File: config.mk
export PLATFORM = sky130hd
export DESIGN_NAME = imem_program_encoder
export DESIGN_NICKNAME = d
export VERILOG_FILES = /design/src/rtl/imem_program_encoder.sv
export SDC_FILE = /design/constraint.sdc
export NUM_CORES = 1
export LEC_CHECK = 0
export BUFFER_PORTS_ARGS = -buffer_cell sky130_fd_sc_hd__buf_2
export CAP_MARGIN = 25
export CORE_AREA = 2 2 127 129
export CTS_CLUSTER_DIAMETER = 80
export DETAILED_ROUTE_END_ITERATION = 7
export DIE_AREA = 0 0 129 131
export PLACE_DENSITY = 0.57
export RECOVER_POWER = 100
export SLEW_MARGIN = 20
export SYNTH_ARGS = -nofsm -noshare
export SYNTH_HDL_FRONTEND = slang
export SYNTH_SLANG_ARGS = --single-unit
File: constraint.sdc
create_clock -name clk -period 6.3 [get_ports clk]
set_input_delay 0.63 -clock clk [delete_from_list [all_inputs] [get_ports clk]]
set_output_delay 0.63 -clock clk [all_outputs]
set_load 0.05 [all_outputs]
File: src/rtl/imem_program_encoder.sv
// rtl/imem_program_encoder.sv - encodes instruction requests into MIPS words and writes them to instruction memory
// Two-entry buffer between the request stream and the memory write port.
module imem_program_encoder #(
  parameter int ADDR_WIDTH = 9,
  parameter int BUF_DEPTH  = 2
) (
  input  logic                  clk,
  input  logic                  reset,
  input  logic                  start,
  input  logic [ADDR_WIDTH-1:0] start_addr,
  input  logic                  finish,
  input  logic                  in_valid,
  output logic                  in_ready,
  input  logic [2:0]            in_kind,
  input  logic [4:0]            in_rs,
  input  logic [4:0]            in_rt,
  input  logic [4:0]            in_rd,
  input  logic [5:0]            in_funct,
  input  logic [15:0]           in_imm,
  output logic                  imem_we,
  input  logic                  imem_ready,
  output logic [ADDR_WIDTH-1:0] imem_addr,
  output logic [31:0]           imem_wdata,
  output logic                  done,
  output logic [ADDR_WIDTH:0]   count,
  output logic                  err
);

  typedef enum logic [1:0] {S_IDLE, S_LOAD, S_DRAIN} state_t;

  state_t                r_state;
  logic [ADDR_WIDTH-1:0] r_ptr;
  logic                  r_eom;
  logic                  r_err;
  logic [ADDR_WIDTH:0]   r_count;
  logic [ADDR_WIDTH-1:0] r_buf_addr [BUF_DEPTH];
  logic [31:0]           r_buf_data [BUF_DEPTH];
  logic                  r_head;
  logic                  r_tail;
  logic [1:0]            r_occ;

  logic        w_full;
  logic        w_accept;
  logic        w_legal;
  logic        w_push;
  logic        w_pop;
  logic [31:0] w_word;

  always_comb begin
    w_word  = 32'hFC00_0000;
    w_legal = 1'b1;
    case (in_kind)
      3'd0:    w_word = {6'b000000, in_rs, in_rt, in_rd, 5'b00000, in_funct};
      3'd1:    w_word = {6'b100011, in_rs, in_rt, in_imm};
      3'd2:    w_word = {6'b101011, in_rs, in_rt, in_imm};
      3'd3:    w_word = {6'b000100, in_rs, in_rt, in_imm};
      3'd4:    w_word = 32'hFC00_0000;
      default: w_legal = 1'b0;
    endcase
  end

  assign w_full   = (r_occ == 2'(BUF_DEPTH));
  assign in_ready = (r_state == S_LOAD) && !w_full && !r_eom;
  assign w_accept = in_valid && in_ready;
  assign w_push   = w_accept && w_legal;
  assign imem_we  = (r_occ != 2'd0);
  assign w_pop    = imem_we && imem_ready;

  assign imem_addr  = imem_we ? r_buf_addr[r_head] : '0;
  assign imem_wdata = imem_we ? r_buf_data[r_head] : '0;
  assign done       = (r_state == S_DRAIN) && (r_occ == 2'd0);
  assign count      = r_count;
  assign err        = r_err;

  always_ff @(posedge clk or posedge reset) begin
    if (reset) begin
      r_state <= S_IDLE;
      r_ptr   <= '0;
      r_eom   <= 1'b0;
      r_err   <= 1'b0;
      r_count <= '0;
      r_head  <= 1'b0;
      r_tail  <= 1'b0;
      r_occ   <= 2'd0;
      for (int i = 0; i < BUF_DEPTH; i++) begin
        r_buf_addr[i] <= '0;
        r_buf_data[i] <= '0;
      end
    end else begin
      if (w_push) begin
        r_buf_addr[r_tail] <= r_ptr;
        r_buf_data[r_tail] <= w_word;
        r_tail             <= ~r_tail;
      end
      if (w_pop) begin
        r_head  <= ~r_head;
        r_count <= r_count + 1'b1;
      end
      case ({w_push, w_pop})
        2'b10:   r_occ <= r_occ + 2'd1;
        2'b01:   r_occ <= r_occ - 2'd1;
        default: r_occ <= r_occ;
      endcase

      case (r_state)
        S_IDLE: begin
          if (start) begin
            r_ptr   <= start_addr;
            r_count <= '0;
            r_err   <= 1'b0;
            r_eom   <= 1'b0;
            r_state <= S_LOAD;
          end
        end
        S_LOAD: begin
          // The last word address latches the end-of-memory flag instead of wrapping.
          if (w_push) begin
            if (r_ptr == {ADDR_WIDTH{1'b1}}) r_eom <= 1'b1;
            else                             r_ptr <= r_ptr + 1'b1;
          end
          if ((w_accept && !w_legal) || (in_valid && r_eom)) r_err <= 1'b1;
          if (finish) r_state <= S_DRAIN;
        end
        S_DRAIN: begin
          if (r_occ == 2'd0) r_state <= S_IDLE;
        end
        default: r_state <= S_IDLE;
      endcase
    end
  end

endmodule

# Word-level counts from Yosys, hierarchy flattened
# Cells that the tools add are included.
[totals]
regBits = 109
latch_bits = 0
ram_bits = 0
romBits = 0
input_bits = 55
output_inout_bits = 55
word_cells = 98
mem_count = 0
[op_classes]
n_addsub = 4
n_mul = 0
div = 0
order_cmp = 3
eq_ne = 17
n_shift = 0
n_mux = 34
n_bitwise = 4
reduce_logical = 24
[ops]
columns = ["operator", "count"]
rows = [
  ["32-bit two-way mux", 5],
  ["32-bit one-hot mux with 4 select lines", 1],
  ["9-bit two-way mux", 8],
  ["64-bit bitwise mux", 1],
  ["32-bit demux with 1-bit select", 1],
  ["10-bit two-way mux", 3],
  ["18-bit bitwise mux", 1],
  ["9-bit one-hot mux with 2 select lines", 1],
  ["10-bit by 1-bit adder with 10-bit output, second input constant", 1],
  ["9-bit by 1-bit adder with 9-bit output, second input constant", 1],
  ["9-bit demux with 1-bit select", 1],
  ["9-bit equality test, second input constant", 1],
  ["1-bit logical AND", 9],
  ["2-bit != test, second input constant", 4],
  ["4-bit AND reduction", 2],
  ["2-bit equality test, second input constant", 3],
  ["3-bit by 2-bit equality test with 1-bit output, second input constant", 2],
  ["2-bit two-way mux", 3],
  ["2-bit by 1-bit != test with 1-bit output, second input constant", 3],
  ["2-bit one-hot mux with 3 select lines", 1],
  ["3-bit AND reduction", 2],
  ["2-bit nonzero test", 3],
  ["1-bit two-way mux", 5],
  ["5-bit OR reduction", 1],
  ["15 further kinds", 23],
]

# Depth between registers and ports, before layout
[depth]
depth_word = 9
depth_mapped = 9
depth_no_buf = 7

# Least setup slack after synthesis
# Ideal clock, no wire load.
[synth_path]
path_type = "register to output"
start = "register r_state[1]"
end = "output in_ready"
arrival_time_ns = 1.852
t_required_ns = 5.670
slack_ns = 3.818
stages_incl_launch_ff = 5
n_path_buf = 2
path_cell_list = "dfrtp_1 -> buf_4 -> nand2b_1 -> clkbuf_1 -> nor3_1"
[synth_between]
elab_chain_len = 3
[synth_rtl]
columns = ["item", "line_no", "text"]
rows = [
  ["start, declared", "31", "state_t r_state;"],
  ["start signal, assigned", "77", "r_state <= S_IDLE;"],
  ["start signal, assigned", "112", "r_state <= S_LOAD;"],
  ["start signal, assigned", "122", "if (finish) r_state <= S_DRAIN;"],
  ["2-bit by 1-bit equality test with 1-bit output", "63", "assign in_ready = (r_state == S_LOAD) && !w_full && !r_eom;"],
  ["1-bit logical AND (2 in series)", "63", ""],
  ["end, declared", "13", "output logic in_ready,"],
]
# Every way passes these cells.

# Worst setup path in the final report
[layout_path]
start = "register r_occ[1]"
end = "output imem_wdata[31]"
[layout_between]
elab_chain_len = 2
[layout_rtl]
columns = ["item", "line_no", "text"]
rows = [
  ["start, declared", "40", "logic [1:0] r_occ;"],
  ["start signal, assigned", "100", "2'b10: r_occ <= r_occ + 2'd1;"],
  ["start signal, assigned", "101", "2'b01: r_occ <= r_occ - 2'd1;"],
  ["start signal, assigned", "102", "default: r_occ <= r_occ;"],
  ["2-bit nonzero test", "66", "assign imem_we = (r_occ != 2'd0);"],
  ["32-bit two-way mux", "70", "assign imem_wdata = imem_we ? r_buf_data[r_head] : '0;"],
  ["end, declared", "23", "output logic [31:0] imem_wdata,"],
]
# Every way passes these cells.

==> impl_metrics.ini <==
[outcome]
status = finished clean

[finish]
syn2layout_area_growth_pct = 15.0
fillers = 1582
diodes = 0
regArea_mm2 = 0.00263
multi_input_area_mm2 = 0.00240
drive_gt1_frac = 0.195
nNetsFinal = 644

[yosys]
postSynthAreaPerCell_um2 = 10.9
synth-seq-area-share = 0.491
synth_area_mm2 = 0.00535
synth_top_area_cell = dfrtp_1
yosysMostFrequentCell = dfrtp_1
ys_types = 52
synth_edf_count = 0
synth_area_leaders = dfrtp_1 49%, mux2i_1 7.3%, mux2_2 6.7%, mux2_4 5.6%, nor2_1 4.4%
synth_top_area_share = 0.491
yosys_warnings = 0
synthesis.nets = 552
postSynthCellCount = 493
synth_common_cells = 105 x dfrtp_1, 63 x nor2_1, 39 x mux2i_1
ys_seq_elements = 105
yosys_most_used_dff = dfrtp_1
async_reset_ff_frac = 1.00

[sta]
rsz0062_at_grt = no
setup_violations = 0
finalHoldViolCount = 0
fin_crit_sh = 0.620
worst_pin_slew_ns = 1.48
post-route-min-period_ns = 3.90
slew_headroom = 0.0155
skew_ns = 0.00504
maxSlewViolCount = 0
setup_tns_ns = 0
fmax_mhz = 256
hold-worst-slack_ns = 0.459

[placed_design]
io_buffers = 109
place.gp.congestion = 0.784
hpwl_um = 8440

[clock_network]
clockRootBuffer = clkbuf_16
cts-resized-gates = 0
clock_latency_ns = 0.34
clockBufferDepth = 2
ctsHtreeMaxLevel = 3
ctsHoldBuffers = 0
cts_buffers = 9
cts_tree = yes
clock-sinks = 105
clk_pin_slew_worst_paths_ns = 0.07
post-cts-setup-buffers = 0

[global_routing]
grt_overflow = 0
antenna_found_initial = 0
grt_pass1_wl_um = 20200
grt_max_degree = 81
grt.total_usage = 0.155
first_global_vias = 3861

[setup_path]
setup.worst_path.class = register to output port
cp_data_arrival_time_ns = 3.27
cp.required_ns = 5.67
worstSetupStartpointType = register
critPathMaxFanout = 31
endpoint_kind = output port
reg2reg_depth = 5

[flow_run]
max_cap_violations = 0

[floorplan]
io_pins = 110
dieWidth_um = 129
fp-row-count = 46
start_util = 0.343
die_area_mm2 = 0.0169
die_y_um = 131
core_mm2 = 0.0156

[drt]
wl_per_cell_um = 15.9
drtPass1Iterations = 5
drc_errors = 0
drt_iter0_markers = 266
via_per_inst = 4.99
via_count = 4025
postRouteAntennaNets = 0
wl_um = 12800

[power_and_ir_drop]
leakage_nw = 2.80
power.density_mw_per_mm2 = 575
fin_total_pwr_mw = 3.54
vdd_drop_max_uv = 404

[worst_hold_path]
hold_class = register to register
hold_depth = 1
[final cells by class]
type / count / area share
clock buffers: 10 / 0.0372
clock inverters: 6 / 0.0110
inverters: 6 / 0.00386
multi-input cells: 347 / 0.390
flip-flops and latches: 105 / 0.427
well taps: 216 / 0.0439
repair buffers: 116 / 0.0872
[registers in the layout, summed over array words and instances, names as in the netlist]
signal and cells:
r_buf_data 60, r_buf_addr 18, count 10, r_ptr 9, r_occ 2, r_state 2
err 1, r_eom 1, r_head 1, r_tail 1
[through the flow]
stage	utilization	instances	area, um^2	worst slack (ns)
after floorplan	-	493	5350	2.91
after global placement	0.385	787	6000	3.48
after detailed placement	0.385	787	6000	3.41
after CTS	0.404	803	6290	3.39
after global routing	0.395	806	6160	2.05
final	0.395	806	6160	2.40
[power breakdown]
group | switching [mW] | total, mW | internal, mW
registers | 0.212 | 1.16 | 0.949
logic | 1.31 | 1.82 | 0.510
clock network | 0.250 | 0.560 | 0.310
[placed cells by master, fill, tap and decap left out, types with 9 or more instances in the layout]
| master | netlist | layout |
|---|---|---|
| nand2_1 | 23 | 23 |
| nor2b_1 | 10 | 11 |
| a22oi_1 | 12 | 12 |
| mux2_1 | 0 | 20 |
| nor2_1 | 63 | 63 |
| clkbuf_16 | 0 | 9 |
| a21oi_1 | 38 | 39 |
| mux2_2 | 32 | 32 |
| o21ai_0 | 31 | 32 |
| clkbuf_1 | 17 | 55 |
| dfrtp_1 | 105 | 104 |
| buf_2 | 7 | 57 |
| mux2i_1 | 39 | 39 |
[worst paths after layout]
kind / startpoint / endpoint / slack, ns
worst min register to register: r_head$_DFFE_PP0P_ / r_head$_DFFE_PP0P_ / 0.46
max in group asynchronous: reset / r_head$_DFFE_PP0P_ / 4.53
worst min-delay path: r_head$_DFFE_PP0P_ / r_head$_DFFE_PP0P_ / 0.46
worst max register to register: r_state[0]$_DFFE_PP0P_ / r_buf_data[55]$_DFFE_PP0P_ / 2.43
worst max-delay path: r_occ[1]$_DFFE_PP0P_ / imem_wdata[31] / 2.40
min in group asynchronous: reset / count[6]$_DFF_PP0_ / 0.52
[worst max-delay path, stage by stage (launching register included)]
cell      delay (ns)
dfrtp_1         0.48
nor2_1          0.71
clkbuf_1        1.14
nor2_1          0.22
clkbuf_1        0.37
[cell families (layout without fill, tap and decap cells)]
kind of cell	after synthesis	after routing	share of synthesized area
buffers and inverters	41	138	0.0439
AO/OA/AOI/OAI	102	102	0.112
adder cells (fa/ha/maj)	4	4	0.00935
XOR/XNOR	13	13	0.0213
AND/OR/NAND/NOR	137	137	0.126
multiplexers	91	91	0.196
flip-flops	105	105	0.491
[metal layers]
layer | share of wire | GRT usage
met4 | 0.015 | 0.0627
met5 | 0 | 0
met1 | 0.48 | 0.215
met2 | 0.47 | 0.242
met3 | 0.043 | 0.0273
No activity file was read; power rests on OpenSTA's default activity.
